<file path="src/rtl/rpn_sequencer_pkg.sv">
// Shared command, ALU-select, FSM-state and flag definitions for the RPN
// sequencer and its testbench.
package rpn_sequencer_pkg;

  typedef enum logic [1:0] {
    OP_PUSH  = 2'b00,
    OP_EXEC  = 2'b01,
    OP_DROP  = 2'b10,
    OP_CLEAR = 2'b11
  } cmd_op_e;

  typedef enum logic [2:0] {
    SEL_ADD = 3'b000,
    SEL_SUB = 3'b001,
    SEL_MUL = 3'b010,
    SEL_DIV = 3'b011,
    SEL_AND = 3'b100,
    SEL_OR  = 3'b101,
    SEL_XOR = 3'b110,
    SEL_NOT = 3'b111
  } alu_sel_e;

  typedef enum logic [1:0] {
    S_IDLE = 2'b00,
    S_EXEC = 2'b01,
    S_MUL  = 2'b10,
    S_WB   = 2'b11
  } state_e;

  localparam int FLAG_COUT   = 0;
  localparam int FLAG_DIV0   = 1;
  localparam int FLAG_REM    = 2;
  localparam int FLAG_MULOVF = 3;

  // Stack entries an EXEC consumes: NOT is the only unary select.
  function automatic logic [3:0] operands_needed(input logic [2:0] sel);
    return (alu_sel_e'(sel) == SEL_NOT) ? 4'd1 : 4'd2;
  endfunction

endpackage

</file>
<file path="src/rtl/rpn_sequencer_mul8.sv">
// 8x8 shift-add multiplier: one multiplier bit per cycle, LSB first, 8 cycles.
// done is high during the final iteration; p holds the product the cycle after.
module rpn_mul8 (
  input  logic        clk,
  input  logic        rst_n,
  input  logic        start,
  input  logic [7:0]  a,
  input  logic [7:0]  b,
  output logic        done,
  output logic [15:0] p
);

  logic [15:0] mcand_q;
  logic [15:0] acc_q;
  logic [7:0]  mplier_q;
  logic [2:0]  cnt_q;
  logic        run_q;

  always_ff @(posedge clk) begin
    if (!rst_n) begin
      mcand_q  <= '0;
      acc_q    <= '0;
      mplier_q <= '0;
      cnt_q    <= '0;
      run_q    <= 1'b0;
    end else if (start) begin
      mcand_q  <= {8'h00, a};
      mplier_q <= b;
      acc_q    <= '0;
      cnt_q    <= '0;
      run_q    <= 1'b1;
    end else if (run_q) begin
      if (mplier_q[0]) acc_q <= acc_q + mcand_q;
      mcand_q  <= mcand_q << 1;
      mplier_q <= mplier_q >> 1;
      cnt_q    <= cnt_q + 3'd1;
      if (cnt_q == 3'd7) run_q <= 1'b0;
    end
  end

  assign done = run_q && (cnt_q == 3'd7);
  assign p    = acc_q;

endmodule

</file>
<file path="src/rtl/rpn_sequencer.sv">
// RPN controller: keeps an operand stack, drives the external 8-bit ALU on
// EXEC and performs multiplication itself through rpn_mul8.
module rpn_sequencer
  import rpn_sequencer_pkg::*;
#(
  parameter int DEPTH = 4,
  parameter int DW    = 8
) (
  input  logic          clk,
  input  logic          rst_n,
  input  logic          cmd_valid,
  output logic          cmd_ready,
  input  logic [1:0]    cmd_op,
  input  logic [DW-1:0] cmd_data,
  input  logic [2:0]    cmd_sel,
  input  logic          cmd_cin,
  output logic [DW-1:0] alu_a,
  output logic [DW-1:0] alu_b,
  output logic [2:0]    alu_sel,
  output logic          alu_cin,
  input  logic [DW-1:0] alu_s,
  input  logic [2:0]    alu_flags,
  input  logic [DW-1:0] alu_resto,
  output logic [DW-1:0] top,
  output logic [3:0]    depth,
  output logic [3:0]    flags_q,
  output logic [DW-1:0] resto_q,
  output logic          err_underflow,
  output logic          err_overflow,
  output logic          busy
);

  localparam logic [3:0] DEPTH_W = 4'(DEPTH);

  state_e        state_q;
  alu_sel_e      sel_q;
  logic          cin_q;
  logic [DW-1:0] stk_q [DEPTH];
  logic [3:0]    depth_q;

  logic          accept;
  logic          have_ops;
  logic          mul_start;
  logic          mul_done;
  logic [15:0]   mul_p;

  logic [DW-1:0] result_d;
  logic [DW-1:0] push_d [DEPTH];
  logic [DW-1:0] pop_d  [DEPTH];
  logic [DW-1:0] fold_d [DEPTH];

  assign cmd_ready = (state_q == S_IDLE);
  assign accept    = cmd_valid && cmd_ready;
  assign have_ops  = (depth_q >= operands_needed(cmd_sel));
  assign mul_start = accept && (cmd_op_e'(cmd_op) == OP_EXEC) && have_ops
                     && (alu_sel_e'(cmd_sel) == SEL_MUL);

  rpn_mul8 u_mul (
    .clk   (clk),
    .rst_n (rst_n),
    .start (mul_start),
    .a     (stk_q[1]),
    .b     (stk_q[0]),
    .done  (mul_done),
    .p     (mul_p)
  );

  // NOTE: every always_comb output gets a default first so no latch is inferred.
  always_comb begin
    alu_a   = '0;
    alu_b   = '0;
    alu_sel = '0;
    alu_cin = 1'b0;
    if (state_q == S_EXEC) begin
      alu_sel = sel_q;
      alu_cin = cin_q;
      if (sel_q == SEL_NOT) begin
        alu_a = stk_q[0];
      end else begin
        alu_a = stk_q[1];
        alu_b = stk_q[0];
      end
    end
  end

  // Candidate next stacks: push, pop-one, and pop-two-push-result (fold).
  always_comb begin
    result_d  = (state_q == S_WB) ? mul_p[7:0] : alu_s;
    push_d[0] = cmd_data;
    for (int i = 1; i < DEPTH; i++) push_d[i] = stk_q[i-1];
    for (int i = 0; i < DEPTH - 1; i++) pop_d[i] = stk_q[i+1];
    pop_d[DEPTH-1] = '0;
    fold_d    = pop_d;
    fold_d[0] = result_d;
  end

  // NOTE: state uses non-blocking assignments so all registers update from
  // the same pre-edge values, regardless of statement order.
  always_ff @(posedge clk) begin
    if (!rst_n) begin
      state_q       <= S_IDLE;
      sel_q         <= SEL_ADD;
      cin_q         <= 1'b0;
      depth_q       <= '0;
      flags_q       <= '0;
      resto_q       <= '0;
      err_underflow <= 1'b0;
      err_overflow  <= 1'b0;
      busy          <= 1'b0;
      // NOTE: the stack is a small register file that must read as zero after
      // reset, so each entry is reset explicitly (unlike a RAM).
      for (int i = 0; i < DEPTH; i++) stk_q[i] <= '0;
    end else begin
      unique case (state_q)
        S_IDLE: begin
          if (accept) begin
            unique case (cmd_op_e'(cmd_op))
              OP_PUSH: begin
                if (depth_q < DEPTH_W) begin
                  stk_q   <= push_d;
                  depth_q <= depth_q + 4'd1;
                end else begin
                  err_overflow <= 1'b1;
                end
              end
              OP_DROP: begin
                if (depth_q != 4'd0) begin
                  stk_q   <= pop_d;
                  depth_q <= depth_q - 4'd1;
                end else begin
                  err_underflow <= 1'b1;
                end
              end
              OP_CLEAR: begin
                for (int i = 0; i < DEPTH; i++) stk_q[i] <= '0;
                depth_q       <= '0;
                flags_q       <= '0;
                resto_q       <= '0;
                err_underflow <= 1'b0;
                err_overflow  <= 1'b0;
              end
              OP_EXEC: begin
                if (!have_ops) begin
                  err_underflow <= 1'b1;
                end else begin
                  sel_q   <= alu_sel_e'(cmd_sel);
                  cin_q   <= cmd_cin;
                  busy    <= 1'b1;
                  state_q <= (alu_sel_e'(cmd_sel) == SEL_MUL) ? S_MUL : S_EXEC;
                end
              end
              default: ;
            endcase
          end
        end
        S_EXEC: begin
          flags_q <= {1'b0, alu_flags};
          resto_q <= alu_resto;
          // A divide by zero leaves the operands in place for the requester.
          if (!alu_flags[FLAG_DIV0]) begin
            if (sel_q == SEL_NOT) begin
              stk_q[0] <= result_d;
            end else begin
              stk_q   <= fold_d;
              depth_q <= depth_q - 4'd1;
            end
          end
          busy    <= 1'b0;
          state_q <= S_IDLE;
        end
        S_MUL: begin
          if (mul_done) state_q <= S_WB;
        end
        S_WB: begin
          stk_q   <= fold_d;
          depth_q <= depth_q - 4'd1;
          flags_q <= {|mul_p[15:8], 3'b000};
          resto_q <= '0;
          busy    <= 1'b0;
          state_q <= S_IDLE;
        end
        default: state_q <= S_IDLE;
      endcase
    end
  end

  assign top   = (depth_q == 4'd0) ? '0 : stk_q[0];
  assign depth = depth_q;

endmodule

</file>
<file path="config.mk">
export PLATFORM = sky130hd
export DESIGN_NAME = rpn_sequencer
export DESIGN_NICKNAME = d
export VERILOG_FILES = /design/src/rtl/rpn_sequencer_pkg.sv /design/src/rtl/rpn_sequencer_mul8.sv /design/src/rtl/rpn_sequencer.sv
export SDC_FILE = /design/constraint.sdc
export NUM_CORES = 1
export LEC_CHECK = 0
export BUFFER_PORTS_ARGS = -buffer_cell sky130_fd_sc_hd__buf_2
export CAP_MARGIN = 10
export CELL_PAD_IN_SITES_DETAIL_PLACEMENT = 1
export CELL_PAD_IN_SITES_GLOBAL_PLACEMENT = 1
export CORE_MARGIN = 5
export CORE_UTILIZATION = 31
export CTS_BUF_LIST = sky130_fd_sc_hd__clkbuf_4 sky130_fd_sc_hd__clkbuf_8
export CTS_CLUSTER_DIAMETER = 150
export CTS_CLUSTER_SIZE = 24
export DETAILED_ROUTE_END_ITERATION = 12
export GPL_TIMING_DRIVEN = 0
export MAX_ROUTING_LAYER = met4
export PLACE_DENSITY_LB_ADDON = 0.1
export RECOVER_POWER = 50
export SETUP_SLACK_MARGIN = 0.2
export SYNTH_ARGS = -nofsm -noshare
export SYNTH_HDL_FRONTEND = slang
export SYNTH_SLANG_ARGS = --single-unit
</file>
<file path="constraint.sdc">
create_clock -name clk -period 4.38 [get_ports clk]
set_clock_uncertainty 0.05 [all_clocks]
set_input_delay 0.219 -clock clk [delete_from_list [all_inputs] [get_ports clk]]
set_output_delay 0.219 -clock clk [all_outputs]
set_load 0.01 [all_outputs]
</file>
==> impl_metrics.env <==
export IMPL_status="complete, no violations"
export IMPL_hold_viol_final=0
export IMPL_cp_data_arrival_time_ps=3050
export IMPL_grt_usage_pct=19.4
export IMPL_clk_latency_ps=390
export IMPL_max_freq_mhz=354
export IMPL_syn_num_nets=747
export IMPL_cp_slowest_cell="a2111oi_0"
export IMPL_avgSynthCellArea_um2=8.36
export IMPL_peakVddDrop_mv=0.127
export IMPL_core_rowCount=49
export IMPL_firstDrtPassIters=4
export IMPL_min_from="alu_flags[0]"
export IMPL_power_switching_uw=559
export IMPL_die_width_um=146
export IMPL_setup_viol=0
export IMPL_dp_hpwl_um=15400
export IMPL_nets=841
export IMPL_drtAntennaViolNets=0
export IMPL_cp_num_buf_inv=0
export IMPL_synth_warnings=0
export IMPL_rsz0062_at_grt="no"
export IMPL_cp_top_family="compound AO/OA/AOI/OAI gates"
export IMPL_overflow=0
export IMPL_clk_pin_slew_ps=110
export IMPL_grt_first_pass_wirelength_um=32400
export IMPL_pwr_share_comb_pct=13.7
export IMPL_io_buffers=83
export IMPL_crit_top_cell="o21ai_0"
export IMPL_worstRegToRegCells=8
export IMPL_wl_per_cell_um=19.5
export IMPL_start_util_pct=31.6
export IMPL_cellLeakagePower_uw=0.00275
export IMPL_clock_path_buffers=2
export IMPL_rr_startpoint="u_mul.mcand_q[0]$_SDFFE_PN0P_"
export IMPL_synth_edf_count=0
export IMPL_numCtsBuffers=9
export IMPL_synth_area_leaders="dfxtp_1 (35%), mux2i_1 (7.0%), nand2_1 (6.4%)"
export IMPL_path_class="flop to flop"
export IMPL_p_int_uw=1340
export IMPL_cp_start_kind="flop"
export IMPL_fin_crit_sh_pct=64.4
export IMPL_synth_area_um2=5720
export IMPL_p_sw_share_pct=29.4
export IMPL_drv_cap=0
export IMPL_min_to="flags_q[0]$_SDFFE_PN0P_"
export IMPL_p_seq_share_pct=52.4
export IMPL_clkPwrFrac_pct=33.8
export IMPL_synth_top_cell_by_area="dfxtp_1"
export IMPL_synth_seq_cells=101
export IMPL_layout_commonest_cell="dfxtp_1"
export IMPL_diodes=0
export IMPL_vias=5400
export IMPL_grt_max_degree=17
export IMPL_slowest_delay_ps=480
export IMPL_ctsHoldBuffers=0
export IMPL_routed_via_density=5.34
export IMPL_netlist_area_leader_share_pct=35.4
export IMPL_die_h_um=146
export IMPL_crit_fanout=4
export IMPL_cp_cell_sequence="ha_1 > fa_1 > a211oi_1 > o21ai_0 > a2111oi_0 > nor3_1 > mux2i_1 > o21ai_0"
export IMPL_postCtsSetupBuffers=0
export IMPL_endpoint_kind="flop"
export IMPL_h_tree_depth=3
export IMPL_cts_resized=0
export IMPL_critPathRequiredTime_ps=4610
export IMPL_hold_class="input pin to flop"
export IMPL_yosysSeqAreaShare_pct=35.4
export IMPL_dieArea_um2=21300
export IMPL_final_cell_mix="dfxtp_1 (101), nand2_1 (98), clkbuf_1 (72), a21oi_1 (60), buf_2 (58)"
export IMPL_drc=0
export IMPL_core_area_um2=18100
export IMPL_cts_tree="done"
export IMPL_area_growth_pct=15.1
export IMPL_fin_util_pct=36.4
export IMPL_min_delay_path_depth=3
export IMPL_cts_root_buf="clkbuf_8"
export IMPL_ys_async_sr_fraction_pct=0
export IMPL_setup_tns_ps=0
export IMPL_grt_pass1_vias=5867
export IMPL_dr_first_iter_drc_count=163
export IMPL_worst_slew_pin_slew_ps=693
export IMPL_max_slew_margin_rel_pct=53.8
export IMPL_ys_types=56
export IMPL_layout_min_cycle_time_ps=2820
export IMPL_ios=84
export IMPL_r2r_slack_ps=1560
export IMPL_p_per_area_nw_per_um2=288
export IMPL_drt_wl_total_um=19700
export IMPL_drive_above_1_share_pct=10.9
export IMPL_cts_sinks=101
export IMPL_slew_violations=0
export IMPL_gp_congestion=0.786
export IMPL_antenna_found_initial=0
export IMPL_synth_ff_type="dfxtp_1"
export IMPL_syn_inst=684
export IMPL_rr_endpoint="u_mul.p[12]$_SDFFE_PP0P_"
power groups by stage:
stage          combinational [uW]  sequential (uW)  clock, uW
6_report                      260              995        642
5_1_grt                       293             1000        705
4_1_cts                       266              994        671
3_5_place_dp                  265             1020          0
3_3_place_gp                  260             1010          0
2_1_floorplan                 171              998          0
final cells by class:
class                           instances  area, um^2
Buffer                                 51         219
Clock buffer                           11         145
Sequential cell                       101        2020
Fill cell                            2209       11500
Clock inverter                          5        60.1
Tap cell                              229         287
Multi-Input combinational cell        521        3430
Timing Repair Buffer                   83         372
Inverter                               11        41.3
Yosys cell counts, types with 2 or more instances:
cell	number
nor2_1	35
nand2_1	98
and3_1	10
nand4_1	4
clkbuf_1	34
buf_6	2
nor3b_1	17
buf_1	3
nor4_1	6
inv_1	11
a21boi_0	15
or4_1	2
nor3_1	7
o21ai_0	17
or2_2	3
o211a_1	34
a221oi_1	7
a21oi_1	60
dfxtp_1	101
nor4b_1	3
ha_1	26
mux2i_1	40
nand3_1	23
a22oi_1	14
nor2b_1	33
o21a_1	3
a211oi_1	4
and2_1	9
a31oi_1	7
buf_2	12
nand3b_1	3
o211ai_1	4
a21o_1	3
a32oi_1	2
nand2b_1	6
xnor2_1	6
kinds of logic (layout without fill, tap and decap cells):
logic type	after synthesis	in the layout	synth area share [%]
multiplexers	41	41	7.20
AND/OR/NAND/NOR	262	262	23.1
adder cells (fa/ha/maj)	27	27	6.04
AO/OA/AOI/OAI	184	184	22.7
XOR/XNOR	7	7	1.07
flip-flops	101	101	35.4
buffers and inverters	62	161	4.60
worst max-delay path by stage:
| stage | start | slack (ps) | cells past startpoint | to |
|---|---|---|---|---|
| finish | u_mul.mcand_q[0]$_SDFFE_PN0P_ | 1560 | 8 | u_mul.p[12]$_SDFFE_PP0P_ |
| global route | u_mul.mcand_q[0]$_SDFFE_PN0P_ | 1260 | 8 | u_mul.p[12]$_SDFFE_PP0P_ |
| floorplan | depth[0]$_SDFFE_PN0P_ | 2050 | 7 | u_mul.p[9]$_SDFFE_PP0P_ |
| CTS | u_mul.mcand_q[0]$_SDFFE_PN0P_ | 1560 | 8 | u_mul.p[12]$_SDFFE_PP0P_ |
| detailed placement | u_mul.mcand_q[0]$_SDFFE_PN0P_ | 1590 | 8 | u_mul.p[12]$_SDFFE_PP0P_ |
| global placement | u_mul.mcand_q[0]$_SDFFE_PN0P_ | 1640 | 8 | u_mul.p[12]$_SDFFE_PP0P_ |
per-layer routing:
| layer | track usage, % | up-vias | wire length, um |
|---|---|---|---|
| met3 | 3.39 | 30 | 441 |
| li1 | - | 2647 | - |
| met5 | - | - | 0 |
| met1 | 22.8 | 2656 | 8730 |
| met2 | 33.8 | 67 | 10100 |
| met4 | 5.65 | 0 | 412 |
metrics by stage:
step	total power (uW)	instances	setup slack, ps	hold WS, ps	instance area, um^2
global placement	1270	996	1640	401	6420
finish	1900	1012	1560	48.5	6580
floorplan	1170	684	2050	321	5720
CTS	1930	1012	1560	27.8	6620
detailed placement	1280	996	1590	415	6420
global route	2000	1012	1260	51.6	6580
tightest hold or removal path: stages:
cell and delay, ps:
buf_2 80, a22oi_1 70, nor2b_1 100
flip-flops by register name, indices dropped and copies added (netlist names):
signal	count
state_q	2
u_mul.mcand_q	16
busy	1
u_mul.cnt_q	3
resto_q	8
pop_d	8
err_underflow	1
u_mul.mplier_q	8
err_overflow	1
depth	4
cin_q	1
fold_d	16
u_mul.p	16
sel_q	3
flags_q	4
u_mul.run_q	1
push_d	8
No activity file was read; power rests on OpenSTA's default activity.
